File: src/rtl/aes_word_bridge_pkg.sv
// Shared types and widths for the aes_main word-stream bridge.
package aes_pkg;
  localparam int WORD_W  = 32;
  localparam int DATA_W  = 256;
  localparam int BLOCK_W = 128;

  typedef enum logic [1:0] {KLEN_128, KLEN_192, KLEN_256, KLEN_RSVD} aes_klen_t;

  typedef enum logic [2:0] {
    ST_IDLE, ST_LOAD, ST_START, ST_WAIT_BUSY, ST_WAIT_DONE, ST_DRAIN
  } bridge_state_t;

  // The reserved code still loads a full 256-bit key worth of words.
  function automatic logic [3:0] klen_words(aes_klen_t klen);
    case (klen)
      KLEN_128: return 4'd4;
      KLEN_192: return 4'd6;
      default:  return 4'd8;
    endcase
  endfunction
endpackage

File: src/rtl/aes_word_bridge_if.sv
// Host-side command, input-word and result-word streams of the bridge.
interface aes_word_bridge_if;
  import aes_pkg::*;
  logic              cmd_valid;
  logic              cmd_ready;
  logic              cmd_key;
  logic [1:0]        cmd_key_len;
  logic              cmd_encrypt;
  logic              in_valid;
  logic              in_ready;
  logic [WORD_W-1:0] in_data;
  logic              out_valid;
  logic              out_ready;
  logic [WORD_W-1:0] out_data;
  logic              out_last;

  modport slave (
    input  cmd_valid, cmd_key, cmd_key_len, cmd_encrypt, in_valid, in_data, out_ready,
    output cmd_ready, in_ready, out_valid, out_data, out_last
  );
  modport master (
    output cmd_valid, cmd_key, cmd_key_len, cmd_encrypt, in_valid, in_data, out_ready,
    input  cmd_ready, in_ready, out_valid, out_data, out_last
  );
endinterface

File: src/rtl/aes_word_bridge_serializer.sv
// Captures the 128-bit aes_main result and streams it out MS word first.
module aes_result_serializer
  import aes_pkg::*;
(
  input  logic               clk,
  input  logic               rst,
  input  logic               load,
  input  logic [BLOCK_W-1:0] result,
  output logic               out_valid,
  input  logic               out_ready,
  output logic [WORD_W-1:0]  out_data,
  output logic               out_last
);
  logic [BLOCK_W-1:0] block;
  logic [1:0]         idx;
  logic [1:0]         sel;

  always_ff @(posedge clk) begin
    if (rst) begin
      block     <= '0;
      idx       <= '0;
      out_valid <= 1'b0;
    end else if (load) begin
      block     <= result;
      idx       <= '0;
      out_valid <= 1'b1;
    end else if (out_valid && out_ready) begin
      idx <= idx + 2'd1;
      if (idx == 2'd3) out_valid <= 1'b0;
    end
  end

  // Word 0 is the most-significant slice, so the slice select runs backwards.
  assign sel      = ~idx;
  assign out_data = block[WORD_W*sel +: WORD_W];
  assign out_last = out_valid && (idx == 2'd3);
endmodule

File: src/rtl/aes_word_bridge.sv
// Host bridge for aes_main: loads key/data words, sequences start/ready, drains result.
module aes_word_bridge
  import aes_pkg::*;
(
  input  logic               clk,
  input  logic               rst,
  aes_word_bridge_if.slave   host,
  output logic               aes_start,
  output logic               aes_key_data,
  output logic [1:0]         aes_key_length,
  output logic               aes_encrypt,
  output logic [DATA_W-1:0]  aes_data,
  input  logic [BLOCK_W-1:0] aes_result,
  input  logic               aes_ready
);
  bridge_state_t state, state_nxt;
  logic [3:0] nwords;
  logic [2:0] cnt;
  logic [2:0] widx;
  logic       is_key;
  logic       cmd_fire, in_fire, last_word, out_done, capture;

  assign cmd_fire  = host.cmd_valid && host.cmd_ready;
  assign in_fire   = host.in_valid && host.in_ready;
  assign last_word = ({1'b0, cnt} == (nwords - 4'd1));
  assign widx      = 3'(nwords - 4'd1 - {1'b0, cnt});
  assign out_done  = host.out_valid && host.out_ready && host.out_last;

  always_ff @(posedge clk) begin
    if (rst) state <= ST_IDLE;
    else     state <= state_nxt;
  end

  always_comb begin
    state_nxt = state;
    case (state)
      ST_IDLE:      if (cmd_fire) state_nxt = ST_LOAD;
      ST_LOAD:      if (in_fire && last_word) state_nxt = ST_START;
      ST_START:     if (aes_ready) state_nxt = ST_WAIT_BUSY;
      ST_WAIT_BUSY: if (!aes_ready) state_nxt = ST_WAIT_DONE;
      ST_WAIT_DONE: if (aes_ready) state_nxt = is_key ? ST_IDLE : ST_DRAIN;
      ST_DRAIN:     if (out_done) state_nxt = ST_IDLE;
      default:      state_nxt = ST_IDLE;
    endcase
  end

  always_comb begin
    host.cmd_ready = (state == ST_IDLE);
    host.in_ready  = (state == ST_LOAD);
    aes_start      = (state == ST_START) && aes_ready;
    capture        = (state == ST_WAIT_DONE) && aes_ready && !is_key;
  end

  // aes_main inputs only change in IDLE/LOAD, so they hold from START through WAIT_DONE.
  always_ff @(posedge clk) begin
    if (rst) begin
      aes_data       <= '0;
      aes_key_data   <= 1'b0;
      aes_key_length <= 2'b00;
      aes_encrypt    <= 1'b0;
      nwords         <= 4'd0;
      cnt            <= 3'd0;
      is_key         <= 1'b0;
    end else begin
      if (cmd_fire) begin
        is_key       <= host.cmd_key;
        aes_key_data <= ~host.cmd_key;
        aes_data     <= '0;
        cnt          <= 3'd0;
        if (host.cmd_key) begin
          aes_key_length <= host.cmd_key_len;
          nwords         <= klen_words(aes_klen_t'(host.cmd_key_len));
        end else begin
          aes_encrypt <= host.cmd_encrypt;
          nwords      <= 4'd4;
        end
      end
      if (in_fire) begin
        aes_data[WORD_W*widx +: WORD_W] <= host.in_data;
        cnt <= cnt + 3'd1;
      end
    end
  end

  aes_result_serializer u_ser (
    .clk       (clk),
    .rst       (rst),
    .load      (capture),
    .result    (aes_result),
    .out_valid (host.out_valid),
    .out_ready (host.out_ready),
    .out_data  (host.out_data),
    .out_last  (host.out_last)
  );
endmodule

File: src/flat_wrapper.sv
// flat-port wrapper written by rule: the top's interface ports become plain ports
module aes_word_bridge_flat import aes_pkg::*;
  (clk, rst, aes_start, aes_key_data, aes_key_length, aes_encrypt, aes_data, aes_result, aes_ready, host_cmd_valid, host_cmd_key, host_cmd_key_len, host_cmd_encrypt, host_in_valid, host_in_data, host_out_ready, host_cmd_ready, host_in_ready, host_out_valid, host_out_data, host_out_last);
  aes_word_bridge_if host_i ();
  input  logic clk;
  input  logic rst;
  output logic aes_start;
  output logic aes_key_data;
  output logic [1:0] aes_key_length;
  output logic aes_encrypt;
  output logic [DATA_W-1:0] aes_data;
  input  logic [BLOCK_W-1:0] aes_result;
  input  logic aes_ready;
  input wire logic [$bits(host_i.cmd_valid)-1:0] host_cmd_valid;
  input wire logic [$bits(host_i.cmd_key)-1:0] host_cmd_key;
  input wire logic [$bits(host_i.cmd_key_len)-1:0] host_cmd_key_len;
  input wire logic [$bits(host_i.cmd_encrypt)-1:0] host_cmd_encrypt;
  input wire logic [$bits(host_i.in_valid)-1:0] host_in_valid;
  input wire logic [$bits(host_i.in_data)-1:0] host_in_data;
  input wire logic [$bits(host_i.out_ready)-1:0] host_out_ready;
  output wire logic [$bits(host_i.cmd_ready)-1:0] host_cmd_ready;
  output wire logic [$bits(host_i.in_ready)-1:0] host_in_ready;
  output wire logic [$bits(host_i.out_valid)-1:0] host_out_valid;
  output wire logic [$bits(host_i.out_data)-1:0] host_out_data;
  output wire logic [$bits(host_i.out_last)-1:0] host_out_last;
  assign host_i.cmd_valid = host_cmd_valid;
  assign host_i.cmd_key = host_cmd_key;
  assign host_i.cmd_key_len = host_cmd_key_len;
  assign host_i.cmd_encrypt = host_cmd_encrypt;
  assign host_i.in_valid = host_in_valid;
  assign host_i.in_data = host_in_data;
  assign host_i.out_ready = host_out_ready;
  assign host_cmd_ready = host_i.cmd_ready;
  assign host_in_ready = host_i.in_ready;
  assign host_out_valid = host_i.out_valid;
  assign host_out_data = host_i.out_data;
  assign host_out_last = host_i.out_last;
  aes_word_bridge u_core (.clk(clk), .rst(rst), .host(host_i), .aes_start(aes_start), .aes_key_data(aes_key_data), .aes_key_length(aes_key_length), .aes_encrypt(aes_encrypt), .aes_data(aes_data), .aes_result(aes_result), .aes_ready(aes_ready));
endmodule
File: config.mk
export PLATFORM = sky130hd
export DESIGN_NAME = aes_word_bridge_flat
export DESIGN_NICKNAME = d
export VERILOG_FILES = /design/src/rtl/aes_word_bridge_pkg.sv /design/src/rtl/aes_word_bridge_if.sv /design/src/rtl/aes_word_bridge_serializer.sv /design/src/rtl/aes_word_bridge.sv /design/src/flat_wrapper.sv
export SDC_FILE = /design/constraint.sdc
export NUM_CORES = 1
export LEC_CHECK = 0
export CELL_PAD_IN_SITES_DETAIL_PLACEMENT = 1
export CELL_PAD_IN_SITES_GLOBAL_PLACEMENT = 2
export CORE_MARGIN = 4
export CORE_UTILIZATION = 27
export DETAILED_ROUTE_END_ITERATION = 12
export PLACE_DENSITY_LB_ADDON = 0.1
export SETUP_SLACK_MARGIN = 0.3
export SLEW_MARGIN = 40
export SYNTH_ARGS = -nofsm -noshare
export SYNTH_HDL_FRONTEND = slang
export SYNTH_SLANG_ARGS = --single-unit
export TNS_END_PERCENT = 5
File: constraint.sdc
create_clock -name clk -period 3.7 [get_ports clk]
set_input_delay 0.37 -clock clk [delete_from_list [all_inputs] [get_ports clk]]
set_output_delay 0.37 -clock clk [all_outputs]
set_load 0.05 [all_outputs]
==> flow_summary_export.csv, run 1 <==
group,metric,value,unit
logic_synthesis,synth-async-reset-ratio,0,
logic_synthesis,synthesis.area,0.01560,sq mm
sta,max_clock_freq,0.3145,GHz
detailed_routing,drt_iter0_drc,822,
min_path,min-delay-path-class,"primary input to register",
logic_synthesis,syn_inst,1792,
sta,fin_crit,3.179,ns
logic_synthesis,ys.flop_type,"dfxtp_1",
setup_path,crit_chain,"inv_1 -> ha_1 -> xnor2_1 -> xnor2_1 -> ha_1 -> nand3b_1 -> or4_2 -> nand3_1 -> a21oi_1",
global_routing,grt_max_degree,134,
logic_synthesis,synth_edf_count,0,
sta,tightestPinTransition,0.7888,ns
logic_synthesis,synthXorXnorAreaFrac,0.003849,
setup_path,r2r_cells,9,
die,ios,467,
placed_design,finalWeightedCongestion,0.7667,
sta,tns,0,ns
detailed_routing,totalWireLength,65.52,mm
logic_synthesis,yosysTopAreaCellShare,0.5145,
placed_design,dp.cells,2847,
logic_synthesis,syn_avg_cell_area,8.707,sq um
global_routing,antenna_found_initial,10,
power,internal_power,7.713,mW
setup_path,crit_type,"register to register",
clock_network,cts_setup_buffers,0,
global_routing,track_usage,0.2027,
power,power_switching,2.605,mW
setup_path,endpoint_kind,"register",
logic_synthesis,synthMuxAreaShare,0.04747,
logic_synthesis,synth_top_family_by_area,"simple AND/OR/NAND/NOR gates",
final_layout,layout.cells.non_filler,2938,
sta,final-setup-viol-count,0,
setup_path,r2r_end,"u_core.aes_data[15]$_SDFF_PP0_",
min_path,holdPathStages,2,
detailed_routing,drc,0,
clock_network,cts_tree,"built",
clock_network,cts_resized,0,
logic_synthesis,syn-num-nets,1972,
final_layout,nets,2321,
sta,finalHoldViolCount,0,
clock_network,cts.clk_slew.worst_paths,0.06,ns
sta,rsz0062_at_grt,"no",
final_layout,syn_to_final_growth,44.21,%
min_path,min_from,"rst",
detailed_routing,vias,14700,
die,fp.dieH,248.4,microns
global_routing,grt_pass1_wl,98.15,mm
logic_synthesis,ys_ff_latch,401,
global_routing,grt_overflow,0,
final_layout,drive_above_1_share,0.07710,
die,die-area,0.06170,sq mm
sta,finClkSkew,0.01946,ns
setup_path,worst_setup_path_start_kind,"register",
detailed_routing,post_drt_wl_per_cell,22.30,microns
logic_synthesis,yosys_warnings,0,
sta,relSlewSlack,0.4742,
placed_design,port_buffers,466,
min_path,whs_endpoint,"u_core.cnt[1]$_SDFFE_PP0P_",
flow_run,drv_cap,0,
setup_path,cp.required,4.13,ns
logic_synthesis,ys_seq_area_frac,0.5145,
setup_path,cp_slowest_cell,"or4_2",
die,start_util,0.2746,
run_status,outcome,"complete, no violations",
setup_path,path_max_fanout,32,
setup_path,r2r-start,"u_core.nwords[1]$_SDFFE_PP0P_",
setup_path,slowest_delay,1.00,ns
clock_network,root_buffer,"clkbuf_16",
final_layout,mostFrequentLayoutCell,"clkdlybuf4s50_1",
power,pwr-share-clk,0.479,
clock_network,clock_sinks,401,
clock_network,clockBufferDepth,3,
clock_network,hold_buffers,0,
sta,slew_viol_final,0,
die,core,0.05682,sq mm
power,max-vdd-ir-drop,292.3,uV
power,p_sw_frac,0.2525,
logic_synthesis,synth.area.top_cells,"dfxtp_1, nand3_1, a21oi_1",
setup_path,arrival,3.61,ns
power,p_comb_frac,0.096,
die,core.rowCount,87,
logic_synthesis,synthSimpleGateAreaFrac,0.2070,
logic_synthesis,synthAdderAreaFrac,0.008019,
detailed_routing,viasPerCell,5.004,
logic_synthesis,yosys.area.top_type,"dfxtp_1",
global_routing,grt_pass1_vias,14900,
die,die_w,248.4,microns
sta,hold_slack,0.1781,ns
power,cellPowerDensity,458.5,mW/mm^2
clock_network,clkLatencyLatePin,0.58,ns
final_layout,mostFrequentLayoutCells,"clkdlybuf4s50_1, dfxtp_1, nand3_1, a21oi_1, nand2_1",
setup_path,regToRegSetupSlack,0.52,ns
power,pwr-share-seq,0.426,
clock_network,cts_made_buffers,48,
logic_synthesis,synth_compound_area_frac,0.1588,
sta,finalCritPeriodShare,0.8593,
placed_design,dpl.hpwl,44.05,mm
logic_synthesis,synth_cell_type_count,51,
detailed_routing,dr.pass1.iters,4,
clock_network,cts_max_level,2,
power,p_leak,7.316,nW
detailed_routing,ant_nets,0,
Yosys cell counts (2+ instances only):
cell type and n:
dfxtp_1 401, nand3_1 351, a21oi_1 334, nand2_1 308, clkbuf_1 110, buf_2 76
a22o_1 63, mux4_2 32, ha_1 10, nor2_1 10, buf_6 7, inv_1 7
nor2b_1 7, buf_1 6, a311oi_1 5, nor3_1 5, and3_1 4, nand4_1 4
a211o_1 3, buf_4 3, nor3_2 3, o211a_1 3, o211ai_1 3, xor2_1 3
a211oi_2 2, a21boi_0 2, a21o_1 2, and2_1 2, mux2i_1 2, nor4b_1 2
xnor2_1 2
critical path, delay by kind of cell, from the launching register on:
kind / cells / cell delay (ns)
AO/OA/AOI/OAI: 1 / 0.09
XOR/XNOR: 2 / 0.44
flip-flops: 1 / 0.35
adder cells (fa/ha/maj): 2 / 0.62
buffers and inverters: 1 / 0.05
AND/OR/NAND/NOR: 3 / 1.46
stage by stage:
stage	util	area [sq um]	power, mW	worst slack, ns
final	0.3960	22500	10.32	0.5208
after global routing	0.3959	22490	10.72	0.3320
after CTS	0.3958	22490	10.49	0.4987
after detailed placement	0.3666	20830	5.484	0.5192
after global placement	0.3657	20780	5.469	0.6164
after floorplan	-	15600	4.991	1.080
cell type report:
class                           count  area [sq um]
Antenna cell                        3         7.507
Clock buffer                       75          1484
Sequential cell                   401          8030
Timing Repair Buffer              501          5092
Clock inverter                     13         175.2
Fill cell                        6463         34320
Inverter                            7         26.28
Multi-Input combinational cell   1182          6740
Tap cell                          756         945.9
cells by family after synthesis:
group / after synthesis
AO/OA/AOI/OAI: 426
flip-flops: 401
XOR/XNOR: 6
buffers and inverters: 209
multiplexers: 34
adder cells (fa/ha/maj): 10
AND/OR/NAND/NOR: 706
layer usage:
layer,global-route usage,share of wire
met1,0.2580,0.43
met2,0.3385,0.48
met3,0.05831,0.068
met4,0.05434,0.023
met5,0,0.0015
sequential cells by signal (all words and copies together), names as in the netlist:
name	count
u_core.nwords	3
u_core.u_ser.block	128
u_core.is_key	1
u_core.aes_data	256
u_core.u_ser.idx	2
u_core.aes_encrypt	1
u_core.state	3
u_core.cnt	3
u_core.u_ser.out_valid	1
u_core.aes_key_data	1
u_core.aes_key_length	2
how the worst max path moves through the flow:
| stage | to | start |
|---|---|---|
| 6_report | u_core.aes_data[15]$_SDFF_PP0_ | u_core.nwords[1]$_SDFFE_PP0P_ |
| 3_3_place_gp | u_core.aes_data[17]$_SDFF_PP0_ | u_core.nwords[1]$_SDFFE_PP0P_ |
| 3_5_place_dp | u_core.aes_data[15]$_SDFF_PP0_ | u_core.nwords[1]$_SDFFE_PP0P_ |
| 5_1_grt | u_core.aes_data[8]$_SDFF_PP0_ | u_core.nwords[1]$_SDFFE_PP0P_ |
| 2_1_floorplan | u_core.aes_data[10]$_SDFF_PP0_ | u_core.nwords[1]$_SDFFE_PP0P_ |
| 4_1_cts | u_core.aes_data[15]$_SDFF_PP0_ | u_core.nwords[1]$_SDFFE_PP0P_ |
power groups by stage:
stage	Sequential, mW	Clock [mW]	Combinational [mW]
6_report	4.39	4.94	0.989
5_1_grt	4.39	5.28	1.05
4_1_cts	4.39	5.10	1.00
3_5_place_dp	4.49	0	0.998
3_3_place_gp	4.48	0	0.985
2_1_floorplan	4.55	0	0.438
No activity file was read; power rests on OpenSTA's default activity.
==> run 2, diff against run 1 <==
- REMOVE_ABC_BUFFERS: default -> 1
- SLEW_MARGIN: 40 -> 10
==> flow_summary_export.csv, run 2 (synthesis results as in run 1) <==
group,metric,value,unit
sta,finalHoldViolCount,0,
final_layout,mostFrequentLayoutCells,"clkdlybuf4s50_1, dfxtp_1, nand3_1, a21oi_1, nand2_1",
clock_network,cts_setup_buffers,0,
detailed_routing,dr.pass1.iters,4,
detailed_routing,ant_nets,0,
final_layout,largest_reg_flops,256,
clock_network,cts_made_buffers,48,
global_routing,grt_pass1_vias,15390,
clock_network,cts_resized,0,
sta,finalCritPeriodShare,0.8576,
setup_path,cp.required,3.33,ns
global_routing,track_usage,0.2079,
sta,max_clock_freq,0.3152,GHz
final_layout,drive_above_1_share,0.07597,
detailed_routing,vias,14720,
final_layout,largest-register,"u_core.aes_data",
placed_design,dpl.hpwl,45.24,mm
die,die-area,0.06170,sq mm
clock_network,root_buffer,"clkbuf_16",
detailed_routing,totalWireLength,67.10,mm
setup_path,worst_setup_path_start_kind,"register",
die,core.rowCount,87,
sta,fin_crit,3.173,ns
die,start_util,0.2746,
power,p_leak,7.242,nW
sta,finClkSkew,0.01740,ns
die,die_w,248.4,microns
clock_network,clockBufferDepth,3,
setup_path,crit_type,"register to primary output",
detailed_routing,drc,0,
sta,tightestPinTransition,0.9826,ns
clock_network,cts_tree,"built",
min_path,min-delay-path-class,"primary input to register",
placed_design,port_buffers,466,
global_routing,grt_max_degree,159,
detailed_routing,viasPerCell,4.998,
sta,slew_viol_final,0,
final_layout,mostFrequentLayoutCell,"clkdlybuf4s50_1",
clock_network,cts_max_level,2,
detailed_routing,drt_iter0_drc,667,
clock_network,clkLatencyLatePin,0.58,ns
sta,relSlewSlack,0.3418,
detailed_routing,post_drt_wl_per_cell,22.78,microns
global_routing,grt_pass1_wl,100.4,mm
setup_path,endpoint_kind,"primary output",
clock_network,hold_buffers,0,
final_layout,nets,2328,
clock_network,cts.clk_slew.worst_paths,0.06,ns
power,max-vdd-ir-drop,281.1,uV
global_routing,grt_overflow,0,
placed_design,place_ws,0.5759,ns
placed_design,finalWeightedCongestion,0.7702,
final_layout,syn_to_final_growth,43.18,%
sta,rsz0062_at_grt,"no",
run_status,outcome,"complete, no violations",
global_routing,antenna_found_initial,12,
sta,hold_slack,0.1198,ns
setup_path,path_max_fanout,21,
sta,layout_setup_ws,0.5270,ns
die,core,0.05682,sq mm
final_layout,reg_top3,"u_core.aes_data (256), u_core.u_ser.block (128)",
setup_path,arrival,2.80,ns
power,cellPowerDensity,446.5,mW/mm^2
sta,final-setup-viol-count,0,
die,ios,467,
flow_run,drv_cap,0,
die,fp.dieH,248.4,microns
clock_network,clock_sinks,401,
-- run 2: changes by cell type in the layout (fill, tap and decap cells not counted), moves of 2 or more --
cell | previous run | this run
buf_6 | 2 | 0
clkbuf_1 | 10 | 18
clkbuf_8 | 16 | 11
buf_12 | 10 | 7
bufinv_16 | 4 | 1
buf_4 | 21 | 35
-- run 2: power by group --
group	switching [mW]	total, mW	internal [mW]
Clock	1.89	4.61	2.73
Sequential	0.0341	4.39	4.36
Combinational	0.652	0.970	0.318
Total	2.58	9.98	7.40
-- run 2: metal layers --
| layer | GRT usage | vias up | wire length, microns |
|---|---|---|---|
| met3 | 0.06479 | 90 | 4525 |
| met2 | 0.3515 | 349 | 32140 |
| met4 | 0.05241 | 14 | 1407 |
| li1 | - | 6980 | - |
| met1 | 0.2592 | 7287 | 28940 |
| met5 | 0 | - | 84 |
-- run 2: through the flow --
stage	power, mW	instance area, sq um	instances	TNS (ns)	util
after detailed placement	5.469	20810	2854	0	0.3662
after floorplan	4.854	14690	1590	-218.60	-
after global placement	5.462	20810	2854	0	0.3662
after CTS	10.14	22330	2941	0	0.3930
final	9.975	22340	2945	0	0.3932
after global routing	10.38	22330	2942	0	0.3931
-- run 2: path summary, 6_finish.rpt --
path	start	to	slack, ns	cells past startpoint
max	u_core.u_ser.idx[1]$_SDFFE_PP0P_	host_out_data[23]	0.53	3
min	rst	u_core.aes_data[0]$_SDFF_PP0_	0.12	2
max reg2reg	u_core.nwords[1]$_SDFFE_PP0P_	u_core.aes_data[25]$_SDFF_PP0_	0.62	10
min reg2reg	u_core.u_ser.block[54]$_SDFFE_PP0P_	u_core.u_ser.block[54]$_SDFFE_PP0P_	0.45	2
-- run 2: critical path, cell delays in order, from the launching register on --
cell             delay [ns]
dfxtp_2                0.80
buf_4                  0.33
mux4_2                 0.32
clkdlybuf4s50_1        0.75
-- run 2: layout make-up --
cell class              count  area (sq um)
clock inverters             9         77.57
clock buffers              78          1445
multi-input cells        1182          6734
flip-flops and latches    401          8030
repair buffers            508          5072
inverters                   7         26.28
well taps                 756         945.9
fillers                  6539         34480
diodes                      4         10.01
==> run 3, diff against run 2 <==
- CTS_CLUSTER_DIAMETER: default -> 60
- clock period: 3.7 -> 3 ns (I/O delays scaled with it)
==> flow_summary_export.csv, run 3 (synthesis results as in run 1) <==
group,metric,value,unit
run_status,outcome,"complete, no violations",
setup_path,endpoint_kind,"primary output",
global_routing,track_usage,0.2072,
clock_network,hold_buffers,0,
final_layout,mostFrequentLayoutCell,"clkdlybuf4s50_1",
die,start_util,0.2746,
setup_path,regToRegSetupSlack,0.24,ns
placed_design,finalWeightedCongestion,0.7744,
detailed_routing,dr.pass1.iters,5,
detailed_routing,viasPerCell,5.047,
clock_network,cts.clk_slew.worst_paths,0.05,ns
setup_path,path_max_fanout,12,
clock_network,clkLatencyLatePin,0.59,ns
die,core,0.05682,sq mm
sta,tightestPinTransition,1.160,ns
setup_path,crit_type,"register to primary output",
die,core.rowCount,87,
clock_network,cts_made_buffers,50,
die,die_w,248.4,microns
final_layout,nets,2341,
min_path,min-delay-path-class,"primary input to register",
clock_network,cts_max_level,2,
placed_design,dpl.hpwl,44.68,mm
sta,finalCritPeriodShare,0.9446,
final_layout,final_area,0.02276,sq mm
placed_design,port_buffers,466,
clock_network,root_buffer,"clkbuf_16",
detailed_routing,post_drt_wl_per_cell,22.99,microns
detailed_routing,ant_nets,0,
final_layout,final_util,0.4005,
final_layout,nFillCells,6463,
sta,final-setup-viol-count,0,
setup_path,cp.required,2.70,ns
placed_design,dpl_cell_area,0.02097,sq mm
clock_network,clock_sinks,401,
final_layout,reg_top3,"u_core.aes_data (256), u_core.u_ser.block (128)",
detailed_routing,drt_iter0_drc,733,
flow_run,drv_cap,0,
final_layout,mostFrequentLayoutCells,"clkdlybuf4s50_1, dfxtp_1, nand3_1, a21oi_1, nand2_1",
global_routing,grt_overflow,0,
sta,relSlewSlack,0.2267,
final_layout,syn_to_final_growth,45.83,%
sta,rsz0062_at_grt,"yes",
final_layout,layout.cells.non_filler,2963,
sta,max_clock_freq,0.3529,GHz
detailed_routing,drc,0,
power,p_total,12.88,mW
final_layout,largest-register,"u_core.aes_data",
sta,slew_viol_final,0,
global_routing,antenna_found_initial,13,
die,fp.dieH,248.4,microns
die,ios,467,
global_routing,grt_pass1_wl,100.1,mm
die,die-area,0.06170,sq mm
final_layout,multi_input_area,0.006787,sq mm
power,cellPowerDensity,566.0,mW/mm^2
detailed_routing,totalWireLength,68.13,mm
clock_network,cts_tree,"built",
final_layout,largest_reg_flops,256,
sta,finalHoldViolCount,0,
setup_path,worst_setup_path_start_kind,"register",
setup_path,arrival,2.53,ns
final_layout,drive_above_1_share,0.08591,
power,p_leak,7.503,nW
detailed_routing,vias,14960,
global_routing,grt_max_degree,202,
power,max-vdd-ir-drop,357.8,uV
global_routing,grt_pass1_vias,15380,
clock_network,clockBufferDepth,3,
placed_design,dp.cells,2862,
sta,fin_crit,2.834,ns
sta,finClkSkew,0.01468,ns
final_layout,seq_area,0.008030,sq mm
run 3: critical path, cell delays in order, from the launching register on:
cell             delay [ns]
dfxtp_2                0.45
buf_12                 0.20
mux4_2                 0.50
clkdlybuf4s50_1        0.79
run 3: worst paths after layout:
check | cells after the start | to | start
worst max register to register | 10 | u_core.aes_data[25]$_SDFF_PP0_ | u_core.nwords[1]$_SDFFE_PP0P_
worst min register to register | 2 | u_core.u_ser.block[28]$_SDFFE_PP0P_ | u_core.u_ser.block[28]$_SDFFE_PP0P_
worst min-delay path | 2 | u_core.aes_data[0]$_SDFF_PP0_ | rst
worst max-delay path | 3 | host_out_data[29] | u_core.u_ser.idx[0]$_SDFFE_PP0P_
run 3: layer usage:
layer,up-vias,part of all wire,GRT usage
li1,7011,-,-
met2,404,0.48,0.3473
met5,-,0.00098,0
met1,7427,0.42,0.2595
met4,12,0.026,0.05914
met3,101,0.069,0.06196
run 3: through the flow:
stage	hold WS, ns	TNS, ns	worst slack, ns
2_1_floorplan	0.3691	-472.23	-2.630
3_3_place_gp	0.4398	0	0.1528
3_5_place_dp	0.4463	0	0.07936
4_1_cts	0.2002	0	0.05973
5_1_grt	0.2134	0	0.04357
6_report	0.1779	0	0.1661
run 3: where the power goes:
part | internal [mW] | total (mW) | switching [mW]
clock network | 3.82 | 6.22 | 2.40
registers | 5.37 | 5.41 | 0.0395
logic | 0.415 | 1.24 | 0.830
run 3: area by class of cell:
cell class                      instances  share of cell area
Antenna cell                            7           0.0007698
Clock buffer                           81             0.06906
Clock inverter                         10            0.005938
Inverter                                7            0.001155
Multi-Input combinational cell       1184              0.2982
Sequential cell                       401              0.3529
Tap cell                              756             0.04157
Timing Repair Buffer                  517              0.2304
run 3: what timing repair did:
| action | 4_1_cts | 5_1_grt |
|---|---|---|
| gates resized for setup | 14 | 10 |
| cloned | 0 | 2 |
| setup buffers | 0 | 1 |
| endpoints found under the setup margin | 196 | 288 |
| pin swaps | 0 | 2 |
